File: config.mk
export PLATFORM = sky130hd
export DESIGN_NAME = interrupt_sequencer
export DESIGN_NICKNAME = d
export VERILOG_FILES = /design/src/rtl/interrupt_sequencer.sv
export SDC_FILE = /design/constraint.sdc
export NUM_CORES = 1
export LEC_CHECK = 0
export ABC_AREA = 1
export CORE_ASPECT_RATIO = 0.8
export CORE_MARGIN = 3
export CORE_UTILIZATION = 50
export DETAILED_ROUTE_END_ITERATION = 10
export GPL_ROUTABILITY_DRIVEN = 0
export PLACE_DENSITY = 0.74
export RECOVER_POWER = 25
export SLEW_MARGIN = 20
export SYNTH_ARGS = -nofsm -noshare
export SYNTH_HDL_FRONTEND = slang
export SYNTH_SLANG_ARGS = --single-unit
File: constraint.sdc
create_clock -name clk -period 4.41 [get_ports clk]
set_input_delay 0.6615 -clock clk [delete_from_list [all_inputs] [get_ports clk]]
set_output_delay 0.6615 -clock clk [all_outputs]
set_load 0.01 [all_outputs]
File: src/rtl/interrupt_sequencer.sv
// Interrupt/reset/RTI sequencer: stacks CPU context, fetches vectors and
// restores context from the stack, one bus access per cycle.
module interrupt_sequencer #(
    parameter int unsigned NUM_IRQ    = 4,
    parameter logic [7:0]  STACK_PAGE = 8'h01,
    parameter logic [15:0] NMI_VEC    = 16'hFFFA,
    parameter logic [15:0] RST_VEC    = 16'hFFFC,
    parameter logic [15:0] IRQ_VEC    = 16'hFFFE
) (
    input  logic               clk,
    input  logic               rst,
    output logic [15:0]        mem_addr,
    output logic [7:0]         mem_wdata,
    output logic               mem_we,
    input  logic [7:0]         mem_rdata,
    input  logic               nmi_in,
    input  logic               soft_reset,
    input  logic [NUM_IRQ-1:0] irq_in,
    input  logic [NUM_IRQ-1:0] irq_mask,
    input  logic               brk,
    input  logic               rti,
    input  logic               start,
    input  logic [15:0]        pc_in,
    input  logic [7:0]         status_in,
    input  logic [7:0]         sp_in,
    output logic [15:0]        pc_out,
    output logic [7:0]         status_out,
    output logic [7:0]         sp_out,
    output logic               busy,
    output logic               done,
    output logic [NUM_IRQ-1:0] irq_ack
);

    typedef enum logic [3:0] {
        S_IDLE, S_PUSH_PCH, S_PUSH_PCL, S_PUSH_P, S_VEC_LO, S_VEC_HI,
        S_VEC_CAP, S_POP_P, S_POP_PCL, S_POP_PCH, S_POP_CAP
    } state_e;

    typedef enum logic [2:0] {
        K_NONE, K_RST, K_NMI, K_BRK, K_RTI, K_IRQ
    } kind_e;

    state_e             state_q, state_d;
    kind_e              kind_q, kind_d;
    logic [15:0]        pc_q, pc_d;
    logic [7:0]         p_q, p_d;
    logic [7:0]         sp_q, sp_d;
    logic [NUM_IRQ-1:0] ack_sel_q, ack_sel_d;
    logic [7:0]         lo_q, lo_d;
    logic [7:0]         pop_p_q, pop_p_d;
    logic [7:0]         pop_pcl_q, pop_pcl_d;
    logic               nmi_q;
    logic               nmi_pend_q, nmi_pend_d;
    logic               rst_pend_q, rst_pend_d;
    logic [15:0]        pc_out_q, pc_out_d;
    logic [7:0]         status_out_q, status_out_d;
    logic [7:0]         sp_out_q, sp_out_d;
    logic               done_q, done_d;
    logic [NUM_IRQ-1:0] irq_ack_q, irq_ack_d;

    logic               nmi_edge;
    logic               nmi_clr;
    logic               rst_clr;
    logic [NUM_IRQ-1:0] irq_pend;
    logic [NUM_IRQ-1:0] irq_first;
    logic               irq_req;
    logic [7:0]         push_p;
    logic [15:0]        vec;

    // Request qualification: NMI edge, enabled IRQs and lowest-index winner
    always_comb begin
        nmi_edge  = nmi_in & ~nmi_q;
        irq_pend  = irq_in & irq_mask;
        irq_first = irq_pend & (~irq_pend + NUM_IRQ'(1));
        irq_req   = (|irq_pend) & ~status_in[2];
    end

    // Stacked status and vector address depend on the action being served
    always_comb begin
        push_p = {p_q[7:6], 1'b1, (kind_q == K_BRK), p_q[3:0]};
        case (kind_q)
            K_RST:   vec = RST_VEC;
            K_NMI:   vec = NMI_VEC;
            default: vec = IRQ_VEC;
        endcase
    end

    // Pending flags: a new event wins over the clear on service entry
    always_comb begin
        nmi_pend_d = (nmi_pend_q & ~nmi_clr) | nmi_edge;
        rst_pend_d = (rst_pend_q & ~rst_clr) | soft_reset;
    end

    // Next-state and registered-output logic
    always_comb begin
        state_d      = state_q;
        kind_d       = kind_q;
        pc_d         = pc_q;
        p_d          = p_q;
        sp_d         = sp_q;
        ack_sel_d    = ack_sel_q;
        lo_d         = lo_q;
        pop_p_d      = pop_p_q;
        pop_pcl_d    = pop_pcl_q;
        pc_out_d     = pc_out_q;
        status_out_d = status_out_q;
        sp_out_d     = sp_out_q;
        done_d       = 1'b0;
        irq_ack_d    = '0;
        nmi_clr      = 1'b0;
        rst_clr      = 1'b0;

        case (state_q)
            S_IDLE: begin
                if (start) begin
                    pc_d      = pc_in;
                    p_d       = status_in;
                    sp_d      = sp_in;
                    ack_sel_d = '0;
                    if (rst_pend_q) begin
                        kind_d  = K_RST;
                        rst_clr = 1'b1;
                        state_d = S_VEC_LO;
                    end else if (nmi_pend_q) begin
                        kind_d  = K_NMI;
                        nmi_clr = 1'b1;
                        state_d = S_PUSH_PCH;
                    end else if (brk) begin
                        kind_d  = K_BRK;
                        state_d = S_PUSH_PCH;
                    end else if (rti) begin
                        kind_d  = K_RTI;
                        state_d = S_POP_P;
                    end else if (irq_req) begin
                        kind_d    = K_IRQ;
                        ack_sel_d = irq_first;
                        state_d   = S_PUSH_PCH;
                    end else begin
                        kind_d       = K_NONE;
                        pc_out_d     = pc_in;
                        status_out_d = status_in;
                        sp_out_d     = sp_in;
                        done_d       = 1'b1;
                    end
                end
            end
            S_PUSH_PCH: state_d = S_PUSH_PCL;
            S_PUSH_PCL: state_d = S_PUSH_P;
            S_PUSH_P:   state_d = S_VEC_LO;
            S_VEC_LO:   state_d = S_VEC_HI;
            S_VEC_HI: begin
                lo_d    = mem_rdata;
                state_d = S_VEC_CAP;
            end
            S_VEC_CAP: begin
                pc_out_d     = {mem_rdata, lo_q};
                status_out_d = push_p | 8'h04;
                sp_out_d     = 8'(sp_q - 8'd3);
                irq_ack_d    = ack_sel_q;
                done_d       = 1'b1;
                state_d      = S_IDLE;
            end
            S_POP_P:    state_d = S_POP_PCL;
            S_POP_PCL: begin
                pop_p_d = mem_rdata;
                state_d = S_POP_PCH;
            end
            S_POP_PCH: begin
                pop_pcl_d = mem_rdata;
                state_d   = S_POP_CAP;
            end
            S_POP_CAP: begin
                pc_out_d     = {mem_rdata, pop_pcl_q};
                status_out_d = (pop_p_q & 8'hCF) | 8'h20;
                sp_out_d     = 8'(sp_q + 8'd3);
                done_d       = 1'b1;
                state_d      = S_IDLE;
            end
            default:    state_d = S_IDLE;
        endcase
    end

    // Bus decode from the current state; idle and capture states keep the bus at zero
    always_comb begin
        mem_addr  = '0;
        mem_wdata = '0;
        mem_we    = 1'b0;
        case (state_q)
            S_PUSH_PCH: begin
                mem_addr  = {STACK_PAGE, sp_q};
                mem_wdata = pc_q[15:8];
                mem_we    = 1'b1;
            end
            S_PUSH_PCL: begin
                mem_addr  = {STACK_PAGE, 8'(sp_q - 8'd1)};
                mem_wdata = pc_q[7:0];
                mem_we    = 1'b1;
            end
            S_PUSH_P: begin
                mem_addr  = {STACK_PAGE, 8'(sp_q - 8'd2)};
                mem_wdata = push_p;
                mem_we    = 1'b1;
            end
            S_VEC_LO:  mem_addr = vec;
            S_VEC_HI:  mem_addr = 16'(vec + 16'd1);
            S_POP_P:   mem_addr = {STACK_PAGE, 8'(sp_q + 8'd1)};
            S_POP_PCL: mem_addr = {STACK_PAGE, 8'(sp_q + 8'd2)};
            S_POP_PCH: mem_addr = {STACK_PAGE, 8'(sp_q + 8'd3)};
            default: ;
        endcase
    end

    // State and context registers
    always_ff @(posedge clk or negedge rst) begin
        if (!rst) begin
            state_q      <= S_IDLE;
            kind_q       <= K_NONE;
            pc_q         <= '0;
            p_q          <= '0;
            sp_q         <= '0;
            ack_sel_q    <= '0;
            lo_q         <= '0;
            pop_p_q      <= '0;
            pop_pcl_q    <= '0;
            nmi_q        <= 1'b0;
            nmi_pend_q   <= 1'b0;
            rst_pend_q   <= 1'b0;
            pc_out_q     <= '0;
            status_out_q <= '0;
            sp_out_q     <= '0;
            done_q       <= 1'b0;
            irq_ack_q    <= '0;
        end else begin
            state_q      <= state_d;
            kind_q       <= kind_d;
            pc_q         <= pc_d;
            p_q          <= p_d;
            sp_q         <= sp_d;
            ack_sel_q    <= ack_sel_d;
            lo_q         <= lo_d;
            pop_p_q      <= pop_p_d;
            pop_pcl_q    <= pop_pcl_d;
            nmi_q        <= nmi_in;
            nmi_pend_q   <= nmi_pend_d;
            rst_pend_q   <= rst_pend_d;
            pc_out_q     <= pc_out_d;
            status_out_q <= status_out_d;
            sp_out_q     <= sp_out_d;
            done_q       <= done_d;
            irq_ack_q    <= irq_ack_d;
        end
    end

    // Output assignments
    always_comb begin
        busy       = (state_q != S_IDLE);
        pc_out     = pc_out_q;
        status_out = status_out_q;
        sp_out     = sp_out_q;
        done       = done_q;
        irq_ack    = irq_ack_q;
    end

endmodule
After elaboration in Yosys (flattened, before gate mapping)

Cells that the tools add are included.

Logic and storage cells: 124
Bits in registers: 107

Muxes and demuxes: 57
Equal/unequal tests: 20
Add/sub/neg operators: 8
Bitwise operators: 13
Reductions and logical operators: 9

Operator list:

| cell                  | count |
|---|---|
| $pmux 16 s8           | 1 |
| $mux 16               | 6 |
| $mux 8                | 12 |
| $pmux 8 s3            | 3 |
| $mux 4                | 12 |
| $pmux 16 s3           | 1 |
| $pmux 4 s9            | 1 |
| $add 16x1->16 const B | 1 |
| $add 8x2->8 const B   | 2 |
| $eq 4x3->1 const B    | 4 |
| $sub 8x2->8 const B   | 2 |
| $mux 3                | 5 |
| $mux 1                | 14 |
| $eq 4x4->1 const B    | 3 |
| $ne 2x2->1 const B    | 6 |
| $add 8x1->8 const B   | 1 |
| $and 4x4->4           | 2 |
| $eq 4x2->1 const B    | 2 |
| $sub 8x1->8 const B   | 1 |
| $reduce_and 7->1      | 1 |
| $eq 3x2->1 const B    | 2 |
| $ne 6x6->1 const B    | 1 |
| $pmux 3 s2            | 1 |
| $add 4x1->4 const B   | 1 |
| other kinds (14)      | 22 |

Logic depth before layout (Yosys ltp)

Gate-level depths: netlist (run 1).

Depth in word-level cells: 10
Mapped depth: 14
Depth with buffers taken out: 13

Worst setup path after synthesis (run 1)

Ideal clock, no wire load.

Path type: register to output
From: reg state_q[3]
To: out mem_addr[4]
Path slack: 1834 ps
Arrival: 1915 ps
Cell stages (with the launch flop): 12
Cell sequence: dfrtp_1 inv_1 nor2_2 nand2_1 clkbuf_1 ha_1 nand2_1 inv_1 a21oi_1 and2_1 o21ai_0 nand3b_1

Word-level cells in the longest chain between the ends: 2
Elaborated cells between the ends (all ways): 9

Ends and longest elaborated chain:

| item                                     | line | source |
|---|---|---|
| from (decl)                              | 43   | `state_e state_q, state_d;` |
| from (signal assigned)                   | 234  | `state_q <= state_d;` |
| $eq 4x4->1, or another cell as far along | 188  | `case (state_q)` |
| $pmux 16 s8 (*)                          | 188  |  |
| to (decl)                                | 12   | `output logic [15:0] mem_addr,` |

Mark *: on every way between the ends. The rest lies on a longest branch, timed or not.

Worst setup path after layout (run 1)

From: reg state_q[2]
To: out mem_addr[7]

Same word-level chain as after synthesis.

==> results of run 1 <==
[registers in the layout, summed over array words and instances, names as in the netlist, 8 cells and up]
register    count
pc_q           16
status_out      8
sp_out          8
sp_q            8
lo_q            8
pc_out         16
pop_pcl_q       8
[path summary, 6_finish.rpt]
path / startpoint / to / slack, ns / cells after the start
worst min register to register: nmi_q$_DFF_PN0_ / nmi_pend_q$_DFF_PN0_ / 0.44 / 1
min in group asynchronous: rst / status_out[5]$_DFFE_PN0P_ / 0.77 / 1
worst min-delay path: nmi_q$_DFF_PN0_ / nmi_pend_q$_DFF_PN0_ / 0.44 / 1
worst max-delay path: state_q[2]$_DFFE_PN0P_ / mem_addr[7] / 0.58 / 12
max in group asynchronous: rst / ack_sel_q[1]$_DFFE_PN0P_ / 2.33 / 2
worst max register to register: state_q[2]$_DFFE_PN0P_ / status_out[1]$_DFFE_PN0P_ / 1.53 / 9
[through the flow]
step | instances | util (%) | total power [W] | setup WS (ns)
2_1_floorplan | 831 | - | 0.003421 | 1.834
3_3_place_gp | 1065 | 61.57 | 0.004445 | 1.138
3_5_place_dp | 1065 | 61.57 | 0.004552 | 1.015
4_1_cts | 1081 | 63.99 | 0.005342 | 0.6320
5_1_grt | 1081 | 63.88 | 0.005777 | 0.3188
6_report | 1081 | 63.88 | 0.005340 | 0.5779
[cells in the mapped netlist, types with 8 or more instances]
cell / instances / area share [%]
nand3_1: 59 / 4.9
inv_1: 98 / 6.1
dfrtp_1: 103 / 43
o21ai_0: 78 / 6.5
nand2_1: 318 / 20
buf_4: 10 / 1.3
clkbuf_1: 11 / 0.69
nor3_1: 8 / 0.67
o211ai_1: 15 / 1.9
a21oi_1: 13 / 1.1
ha_1: 15 / 3.1
nor2_1: 40 / 2.5
[worst max-delay path, cell delays in order, from the launching register on]
cell and delay [ns]:
dfrtp_1 0.41, inv_1 0.07, nor2_1 0.26, nand2_1 0.39
ha_1 0.47, nand2_1 0.11, inv_1 0.04, a21oi_1 0.23
nand2_1 0.08, nand2_1 0.06, nand3_1 0.06, nand3_1 0.09
clkdlybuf4s50_1 0.53
[layer usage]
layer  vias to the layer above  track usage (%)  wire [um]
li1                       2817                -          -
met1                      2743            39.08       7657
met2                       325            40.78       7593
met3                        41            5.647       1700
met4                         0            8.485        407
met5                         -                0          0
[cell families (layout without fill, tap and decap cells)]
kind of cell               count (synthesis)  after routing  share of synthesized area [%]
and+or+nand+nor                          456            456                          32.11
buffers and inverters                    135            237                          9.824
AOI/OAI and AO/OA                        117            117                          10.77
DFF                                      103            103                          43.06
adders and majority gates                 17             17                          3.804
xor gates and xnor gates                   3              3                         0.4390
[area by class of cell]
cell class | count | area [um2]
Sequential cell | 103 | 2577
Tap cell | 148 | 185.2
Clock inverter | 7 | 55.05
Clock buffer | 9 | 225.2
Timing Repair Buffer | 118 | 1174
Inverter | 103 | 386.6
Fill cell | 1017 | 4192
Multi-Input combinational cell | 593 | 2810
[where the power goes]
group | internal (W) | switching, W
Sequential | 0.00136 | 0.000346
Clock | 0.000390 | 0.000373
Combinational | 0.00122 | 0.00165
Total | 0.00297 | 0.00237
==> results.py, run 1 <==
metrics = {
    "floorplanning": {
        "initial_core_util_pct": 51.58,
        "die_w_um": 128.3,
        "ios": 118,
        "num_rows": 35,
        "core-area_um2": 11600,
        "die_h_um": 103.9,
        "die_area_um2": 13330,
    },
    "clock_tree": {
        "cts_num_sinks": 103,
        "clock_latency_ns": 0.36,
        "max-clock-path-buffers": 2,
        "ctsResizeCount": 0,
        "cts.htree.levels": 3,
        "cts-root-buf": "clkbuf_16",
        "cts_tree": "done",
        "holdBufCountCts": 0,
        "cts-buffers-inserted": 9,
        "clkTransAtPathRegs_ns": 0.07,
        "cts_setup_buffers": 0,
    },
    "timing": {
        "worstMarginPinSlew_ns": 1.808,
        "hold_viol": 0,
        "whs_ns": 0.4401,
        "drv_slew": 74,
        "max_slew_margin_pct": -20.55,
        "grt_setup_unrepaired": "false",
        "skew_ns": 0.009142,
        "tns_ns": 0,
        "setup_viol_count_final": 0,
        "finalCritPeriodShare_pct": 86.89,
        "finalCriticalPeriod_ns": 3.832,
        "fmax_ghz": 0.2610,
    },
    "worst_setup_path": {
        "critPathArrivalTime_ns": 3.17,
        "critPathKind": "reg -> out",
        "path_max_fanout": 12,
        "setup.worst_path.end_class": "output port",
        "cp-start-kind": "flop",
        "required_ns": 3.75,
    },
    "grt": {
        "grt-ovfl-total": 0,
        "grt_use_total_pct": 27.02,
        "grt_pass1_vias": 5884,
        "grt_max_degree": 74,
        "antenna_found_initial": 0,
        "grt_first_pass_wirelength_um": 28860,
    },
    "synthesis": {
        "synth.avg_cell_area_um2": 7.203,
        "ys_warn_count": 0,
        "synth_seq_cells": 103,
        "syn_nets": 903,
        "synth_area_um2": 5986,
        "synth_edf_count": 0,
        "synth_top_flop_cell": "dfrtp_1",
        "synthCells": 831,
        "synth.yosys.seq_area_share_pct": 43.06,
        "ys_async_sr_fraction_pct": 100.0,
        "synth_cell_types": 36,
    },
    "placement": {
        "hpwlAfterDp_um": 12700,
        "postPlaceCellArea_um2": 7146,
        "portBuffers": 117,
    },
    "route": {
        "via_per_inst": 5.482,
        "via_count": 5926,
        "routedWlPerCell_um": 16.06,
        "totalWireLength_um": 17360,
        "drt.antenna.violating_nets": 0,
        "drcViolationCount": 0,
        "drtIter0Drc": 545,
        "dr.pass1.iters": 5,
    },
    "power_and_ir_drop": {
        "ir_drop_v": 0.0002856,
        "powerDensity_nw_per_um2": 720.3,
        "p_leak_nw": 3.684,
    },
    "finish": {
        "most-common-layout-cells": "nand2_1 (319), clkdlybuf4s50_1 (115), dfrtp_1 (103)",
        "final_nets": 1000,
        "num_antenna_cells": 0,
        "area_growth_pct": 23.85,
        "drive_above_1_share_pct": 4.287,
        "postLayoutCellArea_um2": 7413,
        "final_common_cell": "nand2_1",
    },
    "hold_path": {
        "hold_path_class": "reg -> reg",
    },
    "outcome": {
        "status": "finished with violations",
        "violations": "capacitance limit, slew limit",
    },
    "job": {
        "drv_cap": 1,
    },
}
Note: power is estimated with default switching activity, not from simulation.
==> inputs of run 2 (changes only) <==
Settings changed: CORE_MARGIN 3 to 2, CORE_UTILIZATION 50 to 47, PLACE_DENSITY 0.74 to 0.73, REMOVE_ABC_BUFFERS from default to 1.
Clock period 4.41 ns to 3.24 ns, I/O delays scaled along.
==> run 2 against run 1 <==
The run now ends clean. Clock skew is 0.0056 ns higher. Sequential cell count stayed put. Routed wire length fell by 7.6%. Critical endpoint unchanged. Largest power group unchanged.
==> results.py, run 2 (same netlist as run 1, synthesis figures left out) <==
metrics = {
    "grt": {
        "grt_first_pass_wirelength_um": 26300,
        "grt_max_degree": 59,
        "antenna_found_initial": 0,
        "grt-ovfl-total": 0,
        "grt_pass1_vias": 5242,
        "grt_use_total_pct": 24.31,
    },
    "worst_setup_path": {
        "cp-start-kind": "flop",
        "critPathKind": "reg -> out",
        "rr_startpoint": "state_q[2]$_DFFE_PN0P_",
        "reg2reg_setup_slack_ns": 1.04,
        "path_max_fanout": 12,
        "required_ns": 2.75,
        "worstSetupStartpoint": "state_q[1]$_DFFE_PN0P_",
        "critPathArrivalTime_ns": 2.67,
        "worstSetupEndpoint": "mem_addr[7]",
        "worstReg2RegEnd": "sp_out[4]$_DFFE_PN0P_",
        "setup.worst_path.end_class": "output port",
        "reg2reg_depth": 10,
    },
    "route": {
        "dr.pass1.iters": 5,
        "drcViolationCount": 0,
        "via_per_inst": 5.075,
        "totalWireLength_um": 16040,
        "drt.antenna.violating_nets": 0,
        "drtIter0Drc": 391,
        "routedWlPerCell_um": 14.35,
        "via_count": 5674,
    },
    "finish": {
        "multi_input_area_um2": 2869,
        "most-common-layout-cells": "nand2_1 (316), clkdlybuf4s50_1 (112), dfrtp_1 (102)",
        "postLayoutCellArea_um2": 7616,
        "regArea_um2": 2579,
        "drive_above_1_share_pct": 6.758,
        "stdcell_count": 1118,
        "area_growth_pct": 27.24,
        "num_antenna_cells": 0,
        "final_common_cell": "nand2_1",
        "fill_cells": 1119,
        "final_nets": 1015,
    },
    "timing": {
        "worstMarginPinSlew_ns": 1.471,
        "max_slew_margin_pct": 1.941,
        "whs_ns": 0.4307,
        "finalCritPeriodShare_pct": 97.28,
        "fin_ws_ns": 0.08827,
        "fmax_ghz": 0.3173,
        "drv_slew": 0,
        "skew_ns": 0.01472,
        "grt_setup_unrepaired": "true",
        "finalCriticalPeriod_ns": 3.152,
        "setup_viol_count_final": 0,
        "hold_viol": 0,
    },
    "placement": {
        "hpwlAfterDp_um": 11280,
        "portBuffers": 117,
        "pre_cts_ws_ns": 0.1337,
        "dp_cells": 1098,
        "postPlaceCellArea_um2": 7262,
    },
    "clock_tree": {
        "holdBufCountCts": 0,
        "clkTransAtPathRegs_ns": 0.08,
        "max-clock-path-buffers": 2,
        "cts-root-buf": "clkbuf_16",
        "cts_num_sinks": 103,
        "cts.htree.levels": 3,
        "cts-buffers-inserted": 9,
        "clock_latency_ns": 0.35,
        "cts_tree": "done",
    },
    "floorplanning": {
        "die_h_um": 104.9,
        "die_w_um": 130.2,
        "ios": 118,
        "die_area_um2": 13660,
        "core-area_um2": 12300,
        "initial_core_util_pct": 48.68,
        "num_rows": 36,
    },
    "job": {
        "drv_cap": 0,
    },
    "hold_path": {
        "hold-path-cell-count": 1,
        "hold_path_class": "reg -> reg",
    },
    "power_and_ir_drop": {
        "ir_drop_v": 0.0003613,
        "p_leak_nw": 3.822,
        "powerDensity_nw_per_um2": 956.5,
        "p_total_w": 0.007284,
    },
    "outcome": {
        "status": "finished clean",
    },
}
==> run 2: layer usage <==
layer  GRT usage [%]  routed length [um]  up-vias
met3           4.506                1021       18
met5               0                   0        -
met2           36.99                7125      190
met1           36.15                7727     2610
met4           5.223                 166        0
li1                -                   -     2856
==> run 2: cell type report <==
type,count,area share [%]
Sequential cell,103,33.86
Tap cell,171,2.809
Timing Repair Buffer,133,16.95
Inverter,103,5.076
Clock buffer,9,2.957
Clock inverter,6,0.6736
Multi-Input combinational cell,593,37.67
==> run 2: repair_timing <==
action                                  in CTS  in global routing
endpoints found under the setup margin       7                  6
buffers inserted                             0                  5
pin swaps                                    0                  1
gates resized for setup                      4                 11
==> run 2: worst min path at each step <==
stage	startpoint	to	slack [ns]
floorplan	rst	ack_sel_q[0]$_DFFE_PN0P_	0.19
global placement	nmi_q$_DFF_PN0_	nmi_pend_q$_DFF_PN0_	0.42
detailed placement	nmi_q$_DFF_PN0_	nmi_pend_q$_DFF_PN0_	0.42
CTS	rst	sp_q[1]$_DFFE_PN0P_	0.24
global route	nmi_q$_DFF_PN0_	nmi_pend_q$_DFF_PN0_	0.44
finish	nmi_q$_DFF_PN0_	nmi_pend_q$_DFF_PN0_	0.43
==> run 2: power breakdown <==
| part | leakage, nW | internal [W] | switching [W] |
|---|---|---|---|
| Clock | 0.138 | 0.000530 | 0.000502 |
| Sequential | 1.24 | 0.00185 | 0.000430 |
| Combinational | 2.44 | 0.00175 | 0.00222 |
==> run 2: metrics by stage <==
stage | TNS, ns | utilization, %
CTS | 0 | 61.40
global route | -0.1184 | 61.94
floorplan | 0 | -
detailed placement | 0 | 59.06
finish | 0 | 61.94
global placement | 0 | 59.06
==> run 2: worst max-delay path, cell delays in order, from the launching register on <==
cell and delay, ns:
dfrtp_2 0.44, nand2_1 0.12, inv_1 0.15, nand2_4 0.14
ha_1 0.34, nand2_1 0.10, inv_1 0.06, a21oi_2 0.17
nand2_1 0.07, nand2_1 0.05, nand3_1 0.06, nand3_1 0.09
clkdlybuf4s50_1 0.53
==> inputs of run 3 (changes only) <==
Settings changed: ABC_CLOCK_PERIOD_IN_PS from default to 3240, SKIP_CTS_REPAIR_TIMING from default to 1.
==> run 3 against run 2 <==
Sequential cell count unchanged. Hold slack better by 0.0011 ns. Register-to-register slack about the same. Fmax up 0.59%. Core utilization about the same. Design area about the same. Critical path type unchanged. Largest power group unchanged.
==> results.py, run 3 (same netlist as run 1, synthesis figures left out) <==
metrics = {
    "placement": {
        "postPlaceCellArea_um2": 7262,
        "portBuffers": 117,
        "hpwlAfterDp_um": 11280,
    },
    "power_and_ir_drop": {
        "p_comb_share_pct": 54.7,
        "power.share.switching_pct": 43.43,
        "power_frac_seq_pct": 31.2,
        "p_clk_share_pct": 14.1,
        "powerDensity_nw_per_um2": 961.0,
        "p_leak_nw": 3.798,
        "ir_drop_v": 0.0003628,
        "p_sw_w": 0.003180,
        "p_int_w": 0.004143,
        "p_total_w": 0.007323,
    },
    "finish": {
        "fill_cells": 1120,
        "final_common_cell": "nand2_1",
        "final_core_util_pct": 61.97,
        "num_antenna_cells": 0,
        "area_growth_pct": 27.30,
        "most-common-layout-cells": "nand2_1 (316), clkdlybuf4s50_1 (113), dfrtp_1 (101)",
        "regArea_um2": 2580,
        "multi_input_area_um2": 2897,
        "postLayoutCellArea_um2": 7620,
        "drive_above_1_share_pct": 7.196,
        "final_nets": 1013,
    },
    "route": {
        "drcViolationCount": 0,
        "via_count": 5664,
        "via_per_inst": 5.075,
        "drtIter0Drc": 375,
        "routedWlPerCell_um": 14.44,
        "routed.top_layer": "met4",
        "wl_met1_um": 7847,
        "routed-wl-met3_um": 1030,
        "drt.antenna.violating_nets": 0,
        "wl_met2_um": 7117,
        "dr.pass1.iters": 7,
        "totalWireLength_um": 16110,
    },
    "worst_setup_path": {
        "worstSetupStartpoint": "state_q[1]$_DFFE_PN0P_",
        "critPathArrivalTime_ns": 2.65,
        "cpPeakStageDelay_ns": 0.53,
        "cp_slowest_cell": "clkdlybuf4s50_1",
        "setup.worst_path.end_class": "output port",
        "path_buf_inv": 2,
        "reg2reg_setup_slack_ns": 1.05,
        "path_delay_family": "simple AND/OR/NAND/NOR gates",
        "cp-start-kind": "flop",
        "crit_chain": "nor2_4, nand2_4, ha_1, nand2_1, inv_1, a21oi_1, nor2_1, nor2_1, nand2_1, nand3_1, clkdlybuf4s50_1",
        "required_ns": 2.75,
        "critPathKind": "reg -> out",
        "rr_startpoint": "state_q[1]$_DFFE_PN0P_",
        "path_max_fanout": 8,
    },
    "timing": {
        "fmax_ghz": 0.3192,
        "finalCritPeriodShare_pct": 96.70,
        "grt_setup_unrepaired": "true",
        "max_slew_margin_pct": 1.174,
        "hold_viol": 0,
        "skew_ns": 0.01642,
        "worstMarginPinSlew_ns": 1.482,
        "setup_viol_count_final": 0,
        "drv_slew": 0,
        "whs_ns": 0.4317,
        "finalCriticalPeriod_ns": 3.133,
    },
    "grt": {
        "grt_max_degree": 59,
        "grt-ovfl-total": 0,
        "antenna_found_initial": 0,
        "grt_use_total_pct": 24.24,
        "grt_pass1_vias": 5211,
        "grt_first_pass_wirelength_um": 26210,
    },
    "clock_tree": {
        "clkTransAtPathRegs_ns": 0.08,
        "cts.htree.levels": 3,
        "cts_tree": "done",
        "cts-root-buf": "clkbuf_16",
        "cts_num_sinks": 103,
        "cts-buffers-inserted": 9,
        "clock_latency_ns": 0.35,
        "max-clock-path-buffers": 2,
    },
    "floorplanning": {
        "die_w_um": 130.2,
        "die_h_um": 104.9,
        "core-area_um2": 12300,
        "initial_core_util_pct": 48.68,
        "num_rows": 36,
        "die_area_um2": 13660,
        "ios": 118,
    },
    "hold_path": {
        "hold_path_class": "reg -> reg",
        "worstHoldStart": "nmi_q$_DFF_PN0_",
    },
    "job": {
        "drv_cap": 0,
    },
    "outcome": {
        "status": "finished clean",
    },
}
## run 3: cell count changes in the layout (fill, tap and decap cells not counted), sizes merged
cell / delta
buf: -3
clkdlybuf4s50: +1
dlymetal6s2s: -1
nand2: +1
## run 3: worst register-to-register path, cell delays in order (launching register included)
cell and delay, ns:
dfrtp_2 0.46, nor2_4 0.19, buf_4 0.15, nand2_4 0.09, nor2_8 0.34, nand2_4 0.11, nor2_4 0.16, nand2_2 0.09
nand2_4 0.32, nand2_1 0.14, nand2_1 0.08
## run 3: routing by layer
layer,GRT usage (%),up-vias
met3,4.352,12
met5,0,-
met2,36.99,190
li1,-,2852
met4,4.685,0
met1,36.25,2610
## run 3: worst paths after layout
kind / endpoint / cells past startpoint
worst max-delay path: mem_addr[5] / 11
worst min-delay path: nmi_pend_q$_DFF_PN0_ / 1
worst max register to register: sp_out[1]$_DFFE_PN0P_ / 10
worst min register to register: nmi_pend_q$_DFF_PN0_ / 1
max in group asynchronous: pc_out[1]$_DFFE_PN0P_ / 2
min in group asynchronous: sp_out[6]$_DFFE_PN0P_ / 1
## run 3: final cells by class
type	instances	area share [%]
multi-input combinational	594	38.01
sequential	103	33.86
clock buffer	9	2.956
tap	171	2.808
timing repair buffer	130	16.62
inverter	103	5.074
clock inverter	6	0.6732
## run 3: through the flow
step / TNS [ns] / worst slack [ns] / std cells
2_1_floorplan: 0 / 0.8557 / 799
3_3_place_gp: 0 / 0.2000 / 1098
3_5_place_dp: 0 / 0.1337 / 1098
4_1_cts: -1.262 / -0.2487 / 1113
5_1_grt: -0.06063 / -0.05354 / 1116
6_report: 0 / 0.1069 / 1116
## run 3: power groups by stage
stage	combinational [W]	sequential [W]	clock, W
floorplan	0.00220	0.00230	0
global placement	0.00382	0.00227	0
detailed placement	0.00388	0.00228	0
CTS	0.00390	0.00226	0.00105
global route	0.00449	0.00235	0.00111
finish	0.00400	0.00229	0.00103
